[src/rtl/mesi_line_tracker.sv]
// MESI/MSI coherence state tracker for a direct-indexed line array; one request per cycle.
// Latency 1 (registered response), always ready; saturating hit/miss/writeback statistics.
module mesi_line_tracker #(
   parameter int NUM_LINES = 16,
   parameter bit ENABLE_E  = 1'b1,
   parameter int CNT_W     = 16,
   localparam int IDX_W    = ($clog2(NUM_LINES) < 1) ? 1 : $clog2(NUM_LINES)
) (
   input  logic             clk,
   input  logic             reset_n,
   input  logic             req_valid,
   input  logic [2:0]       req_op,
   input  logic [IDX_W-1:0] req_idx,
   input  logic             shared_in,
   input  logic             clear_stats,
   output logic             rsp_valid,
   output logic [1:0]       rsp_prev,
   output logic [1:0]       rsp_next,
   output logic [1:0]       bus_op,
   output logic             bus_wb,
   output logic [1:0]       snoop_res,
   output logic             proto_err,
   output logic [CNT_W-1:0] hit_cnt,
   output logic [CNT_W-1:0] miss_cnt,
   output logic [CNT_W-1:0] wb_cnt
);

   localparam logic [1:0] ST_I = 2'd0, ST_S = 2'd1, ST_E = 2'd2, ST_M = 2'd3;
   localparam logic [1:0] BUS_NONE = 2'd0, BUS_READ = 2'd1, BUS_RWIM = 2'd2, BUS_INV_WB = 2'd3;
   localparam logic [1:0] SN_NOHIT = 2'd0, SN_HIT = 2'd1, SN_HITM = 2'd2;

   typedef enum logic [2:0] {
      OP_PR_RD   = 3'd0,
      OP_PR_WR   = 3'd1,
      OP_SN_RD   = 3'd2,
      OP_SN_RWIM = 3'd3,
      OP_SN_INV  = 3'd4,
      OP_EVICT   = 3'd5
   } op_e;

   logic [1:0]       r_state [NUM_LINES];
   logic             r_rsp_valid, r_bus_wb, r_proto_err;
   logic [1:0]       r_rsp_prev, r_rsp_next, r_bus_op, r_snoop_res;
   logic [CNT_W-1:0] r_hit_cnt, r_miss_cnt, r_wb_cnt;

   logic       w_idx_ok, w_legal, w_wb, w_err, w_hit, w_miss, w_wbi;
   logic [1:0] w_prev, w_next, w_bus, w_snp;

   assign w_idx_ok = ({1'b0, req_idx} < (IDX_W+1)'(NUM_LINES));

   always_comb begin
      w_prev  = w_idx_ok ? r_state[req_idx] : ST_I;
      w_next  = w_prev;
      w_bus   = BUS_NONE;
      w_wb    = 1'b0;
      w_snp   = SN_NOHIT;
      w_err   = 1'b0;
      w_hit   = 1'b0;
      w_miss  = 1'b0;
      w_wbi   = 1'b0;
      w_legal = w_idx_ok;
      case (req_op)
         OP_PR_RD: begin
            if (w_prev == ST_I) begin
               w_next = (ENABLE_E && !shared_in) ? ST_E : ST_S;
               w_bus  = BUS_READ;
               w_miss = 1'b1;
            end else begin
               w_hit = 1'b1;
            end
         end
         OP_PR_WR: begin
            w_next = ST_M;
            if (w_prev == ST_I) begin
               w_bus  = BUS_RWIM;
               w_miss = 1'b1;
            end else begin
               w_hit = 1'b1;
               if (w_prev == ST_S) w_bus = BUS_INV_WB;
            end
         end
         OP_SN_RD, OP_SN_RWIM: begin
            if (w_prev != ST_I) begin
               w_next = (req_op == OP_SN_RD) ? ST_S : ST_I;
               w_snp  = (w_prev == ST_M) ? SN_HITM : SN_HIT;
               if (w_prev == ST_M) begin
                  w_bus = BUS_INV_WB;
                  w_wb  = 1'b1;
                  w_wbi = 1'b1;
               end
            end
         end
         OP_SN_INV: begin
            // Exclusive/modified lines cannot legally be invalidated without a writeback
            if (w_prev == ST_S) begin
               w_next = ST_I;
               w_snp  = SN_HIT;
            end else if (w_prev != ST_I) begin
               w_err = 1'b1;
            end
         end
         OP_EVICT: begin
            w_next = ST_I;
            if (w_prev == ST_M) begin
               w_bus = BUS_INV_WB;
               w_wb  = 1'b1;
               w_wbi = 1'b1;
            end
         end
         default: w_legal = 1'b0;
      endcase
      if (!w_legal) begin
         w_prev = ST_I;
         w_next = ST_I;
         w_bus  = BUS_NONE;
         w_wb   = 1'b0;
         w_snp  = SN_NOHIT;
         w_err  = 1'b1;
         w_hit  = 1'b0;
         w_miss = 1'b0;
         w_wbi  = 1'b0;
      end
   end

   always_ff @(posedge clk or negedge reset_n) begin
      if (!reset_n) begin
         for (int i = 0; i < NUM_LINES; i++) r_state[i] <= ST_I;
         r_rsp_valid <= 1'b0;
         r_rsp_prev  <= ST_I;
         r_rsp_next  <= ST_I;
         r_bus_op    <= BUS_NONE;
         r_bus_wb    <= 1'b0;
         r_snoop_res <= SN_NOHIT;
         r_proto_err <= 1'b0;
         r_hit_cnt   <= '0;
         r_miss_cnt  <= '0;
         r_wb_cnt    <= '0;
      end else begin
         r_rsp_valid <= req_valid;
         if (req_valid) begin
            if (w_legal) r_state[req_idx] <= w_next;
            r_rsp_prev  <= w_prev;
            r_rsp_next  <= w_next;
            r_bus_op    <= w_bus;
            r_bus_wb    <= w_wb;
            r_snoop_res <= w_snp;
            if (w_err) r_proto_err <= 1'b1;
         end
         if (clear_stats) begin
            r_hit_cnt  <= '0;
            r_miss_cnt <= '0;
            r_wb_cnt   <= '0;
         end else if (req_valid) begin
            if (w_hit  && r_hit_cnt  != '1) r_hit_cnt  <= r_hit_cnt  + 1'b1;
            if (w_miss && r_miss_cnt != '1) r_miss_cnt <= r_miss_cnt + 1'b1;
            if (w_wbi  && r_wb_cnt   != '1) r_wb_cnt   <= r_wb_cnt   + 1'b1;
         end
      end
   end

   assign rsp_valid = r_rsp_valid;
   assign rsp_prev  = r_rsp_prev;
   assign rsp_next  = r_rsp_next;
   assign bus_op    = r_bus_op;
   assign bus_wb    = r_bus_wb;
   assign snoop_res = r_snoop_res;
   assign proto_err = r_proto_err;
   assign hit_cnt   = r_hit_cnt;
   assign miss_cnt  = r_miss_cnt;
   assign wb_cnt    = r_wb_cnt;

endmodule

[config.mk]
export PLATFORM = sky130hd
export DESIGN_NAME = mesi_line_tracker
export DESIGN_NICKNAME = d
export VERILOG_FILES = /design/src/rtl/mesi_line_tracker.sv
export SDC_FILE = /design/constraint.sdc
export NUM_CORES = 1
export LEC_CHECK = 0
export CAP_MARGIN = 15
export CORE_MARGIN = 2
export CORE_UTILIZATION = 58
export CTS_BUF_LIST = sky130_fd_sc_hd__clkbuf_8
export DETAILED_ROUTE_END_ITERATION = 16
export HOLD_SLACK_MARGIN = 0.03
export PLACE_DENSITY = 0.83
export SKIP_CTS_REPAIR_TIMING = 1
export SYNTH_ARGS = -nofsm -noshare
export SYNTH_HDL_FRONTEND = slang
export SYNTH_SLANG_ARGS = --single-unit
[constraint.sdc]
create_clock -name clk -period 3.86 [get_ports clk]
set_input_delay 0.579 -clock clk [delete_from_list [all_inputs] [get_ports clk]]
set_output_delay 0.579 -clock clk [all_outputs]
set_load 0.05 [all_outputs]
==> results.sh <==
export IMPL_hold_class="input port to asynchronous set/reset pin"
export IMPL_cts_buffers_inserted=9
export IMPL_timing_hold_ws_ns=0.279
export IMPL_route_detailed_wl_per_inst_um=17.4
export IMPL_cts_clk_slew_worst_paths_ns=0.09
export IMPL_ff2ff_setup_slack_ns=0.90
export IMPL_grt_setup_unrepaired="no"
export IMPL_core_rowCount=35
export IMPL_ys_warnings_count=0
export IMPL_place_hpwl_um=8800
export IMPL_max_slew_margin_rel_pct=38.1
export IMPL_gr_overflow_total=0
export IMPL_synth_top_area_share_pct=42.4
export IMPL_leakage_nw=2.66
export IMPL_cts_tree="yes"
export IMPL_grt_usage_pct=26.4
export IMPL_drt_total_wl_um=12600
export IMPL_kind_of_cell_adding_the_most_delay_to_the_critical_path="buffers and inverters"
export IMPL_min_period_ns=3.51
export IMPL_post_drt_antenna_nets=0
export IMPL_p_per_area_mw_per_mm2=324
export IMPL_worst_r2r_path_depth=11
export IMPL_outcome="complete, no violations"
export IMPL_ys_top_cells_by_area="sky130_fd_sc_hd__dfrtp_1 42%, sky130_fd_sc_hd__mux2_2 5.7%, sky130_fd_sc_hd__mux2i_1 4.3%"
export IMPL_worstSetupPathType="input port to flip-flop"
export IMPL_worst_path_max_delay_cell="sky130_fd_sc_hd__clkdlybuf4s50_1"
export IMPL_cts_max_path_buffers=2
export IMPL_netlist_area_mm2=0.00538
export IMPL_clock_fmax_mhz=285
export IMPL_die_area_mm2=0.0101
export IMPL_ff_to_ff_end="r_state[22]"
export IMPL_setup_violations=0
export IMPL_h_tree_levels=3
export IMPL_cp_num_buf_inv=5
export IMPL_fp_dieW_um=100
export IMPL_cell_type_with_the_highest_aggregate_area_in_the_netlist="sky130_fd_sc_hd__dfrtp_1"
export IMPL_detailedRoute_firstIterationViolations=274
export IMPL_place_gp_congestion=0.931
export IMPL_num_vias=4562
export IMPL_total_number_of_clock_tree_sinks=91
export IMPL_crit_path_max_fanout=24
export IMPL_crit_path_start_kind="input port"
export IMPL_ioPinCount=71
export IMPL_fp_dieH_um=100
export IMPL_grt_pass1_vias=4395
export IMPL_fin_nets=631
export IMPL_worstSkewPairLatency_ns=0.36
export IMPL_synthMostInstantiatedCell="sky130_fd_sc_hd__dfrtp_1"
export IMPL_fp_coreArea_mm2=0.00911
export IMPL_drtPass1Iterations=5
export IMPL_seq_area_frac_synth_pct=42.4
export IMPL_synth_top_cells_by_count="91 x sky130_fd_sc_hd__dfrtp_1, 42 x sky130_fd_sc_hd__nand2_1, 39 x sky130_fd_sc_hd__nor2_1, 30 x sky130_fd_sc_hd__a21oi_1"
export IMPL_critical_path_arrival_ns=3.72
export IMPL_final_setup_skew_ns=0.0129
export IMPL_grt_start_max_net_pins=60
export IMPL_max_stage_delay_ns=0.50
export IMPL_postLayoutCellArea_mm2=0.00643
export IMPL_synth_seq_cells=91
export IMPL_grt_first_pass_wirelength_um=21400
export IMPL_synthesis_area_per_instance_um2=9.86
export IMPL_synth_ff_type="sky130_fd_sc_hd__dfrtp_1"
export IMPL_finalMaxSlewViolations=0
export IMPL_asyncSetResetFlopFracSynth_pct=100
export IMPL_endpoint_kind="flip-flop"
export IMPL_max_slew_worst_pin_slew_ns=0.915
export IMPL_reg2reg_from="r_state[14]"
export IMPL_syn_to_final_growth_pct=19.6
export IMPL_power_ir_vdd_worst_mv=0.175
export IMPL_detail_route_drc_violations=0
export IMPL_min_period_over_period_pct=90.9
export IMPL_grt_antenna_before_repair=0
export IMPL_io_buffer_count=70
export IMPL_vias_per_cell=6.27
export IMPL_yosys_cell_types_count=60
export IMPL_cts_root_buffer_cell="sky130_fd_sc_hd__clkbuf_8"
export IMPL_cpMostUsedCell="sky130_fd_sc_hd__buf_12"
export IMPL_synth_nets=564
export IMPL_timing_hold_violations_final=0
export IMPL_floorplan_initialDensity_pct=59.0
export IMPL_n_antenna_cell=0
export IMPL_placed_area_mm2=0.00624
export IMPL_crit_chain="clkdlybuf4s50_1, buf_12, mux4_2, mux2_2, mux2i_1, buf_4, inv_1, ha_1, or4bb_1, o2111ai_1, o211ai_4, buf_12, o22ai_1"
export IMPL_count_of_max_cap_constraint_violations=0
export IMPL_syn_inst=545
export IMPL_drive_above_1_share_pct=14.4
export IMPL_critPathRequiredTime_ns=4.07
export IMPL_synth_edff_count=0
how the worst max path moves through the flow:
stage | cells past startpoint | slack (ns) | to | startpoint
after floorplan | 11 | 0.28 | miss_cnt[5] | req_idx[0]
after global placement | 11 | 0.08 | miss_cnt[5] | req_idx[0]
after detailed placement | 13 | -0.02 | r_state[30] | req_idx[0]
after CTS | 13 | 0.37 | r_state[30] | req_idx[0]
after global routing | 11 | 0.22 | hit_cnt[14] | req_idx[0]
final | 13 | 0.35 | r_state[22] | req_idx[0]
per-stage QoR:
stage               setup slack [ns]  std cells  setup TNS (ns)  total power, W  utilization (%)
finish                         0.351        728               0         0.00208             70.6
global route                   0.219        728               0         0.00218             70.6
CTS                            0.367        728               0         0.00209             70.6
detailed placement           -0.0200        712         -0.0246         0.00148             68.5
global placement              0.0763        712               0         0.00146             68.5
floorplan                      0.277        545               0         0.00133                -
flip-flops by register name (all words and copies together), names as in the netlist, 2 cells and up:
register   count
r_state       32
snoop_res      2
bus_op         2
hit_cnt       16
rsp_next       2
wb_cnt        16
miss_cnt      16
rsp_prev       2
kinds of logic (layout without fill, tap and decap cells):
logic type	Yosys count	in the layout	synth area share [%]
buf+inv	62	134	4.93
simple gates	196	196	20.9
compound gates	131	131	16.9
fa+ha+maj	7	7	1.63
flops	91	91	42.4
mux	58	58	13.3
where the power goes:
group          switching [W]  internal, W  total [W]
sequential         0.0000416      0.00102    0.00106
combinational       0.000238     0.000165   0.000403
clock               0.000345     0.000272   0.000617
total               0.000624      0.00146    0.00208
cell usage in the layout (no fill, tap or decap), types with 8 or more instances in the layout:
master and count:
sky130_fd_sc_hd__nand4b_1 8, sky130_fd_sc_hd__nand2_1 42, sky130_fd_sc_hd__o31ai_1 27, sky130_fd_sc_hd__nor2_1 39, sky130_fd_sc_hd__mux2_2 27, sky130_fd_sc_hd__or4_1 11
sky130_fd_sc_hd__nor2b_1 25, sky130_fd_sc_hd__o21ai_0 16, sky130_fd_sc_hd__mux2i_1 23, sky130_fd_sc_hd__a211oi_1 13, sky130_fd_sc_hd__inv_1 26, sky130_fd_sc_hd__buf_4 20
sky130_fd_sc_hd__nand3_1 12, sky130_fd_sc_hd__dfrtp_1 91, sky130_fd_sc_hd__nor3_1 8, sky130_fd_sc_hd__a21oi_1 30, sky130_fd_sc_hd__clkdlybuf4s50_1 68, sky130_fd_sc_hd__and4_1 8
sky130_fd_sc_hd__nand4_1 15, sky130_fd_sc_hd__mux4_2 8, sky130_fd_sc_hd__clkbuf_8 11
area by class of cell:
cell class                 count  area, um2
multi-input combinational    392       2830
fill                         672       2680
sequential                    91       2280
timing repair buffer          92        896
clock buffer                  11        151
tap                          111        139
inverter                      26       97.6
clock inverter                 5       35.0
routing by layer:
layer | vias to the layer above | part of all wire, % | GRT usage [%]
li1 | 2173 | - | -
met1 | 2207 | 44 | 38.7
met2 | 162 | 48 | 39.9
met3 | 20 | 6.2 | 5.36
met4 | 0 | 1.9 | 7.90
met5 | - | 0 | 0
Note: power is estimated with default switching activity, not from simulation.
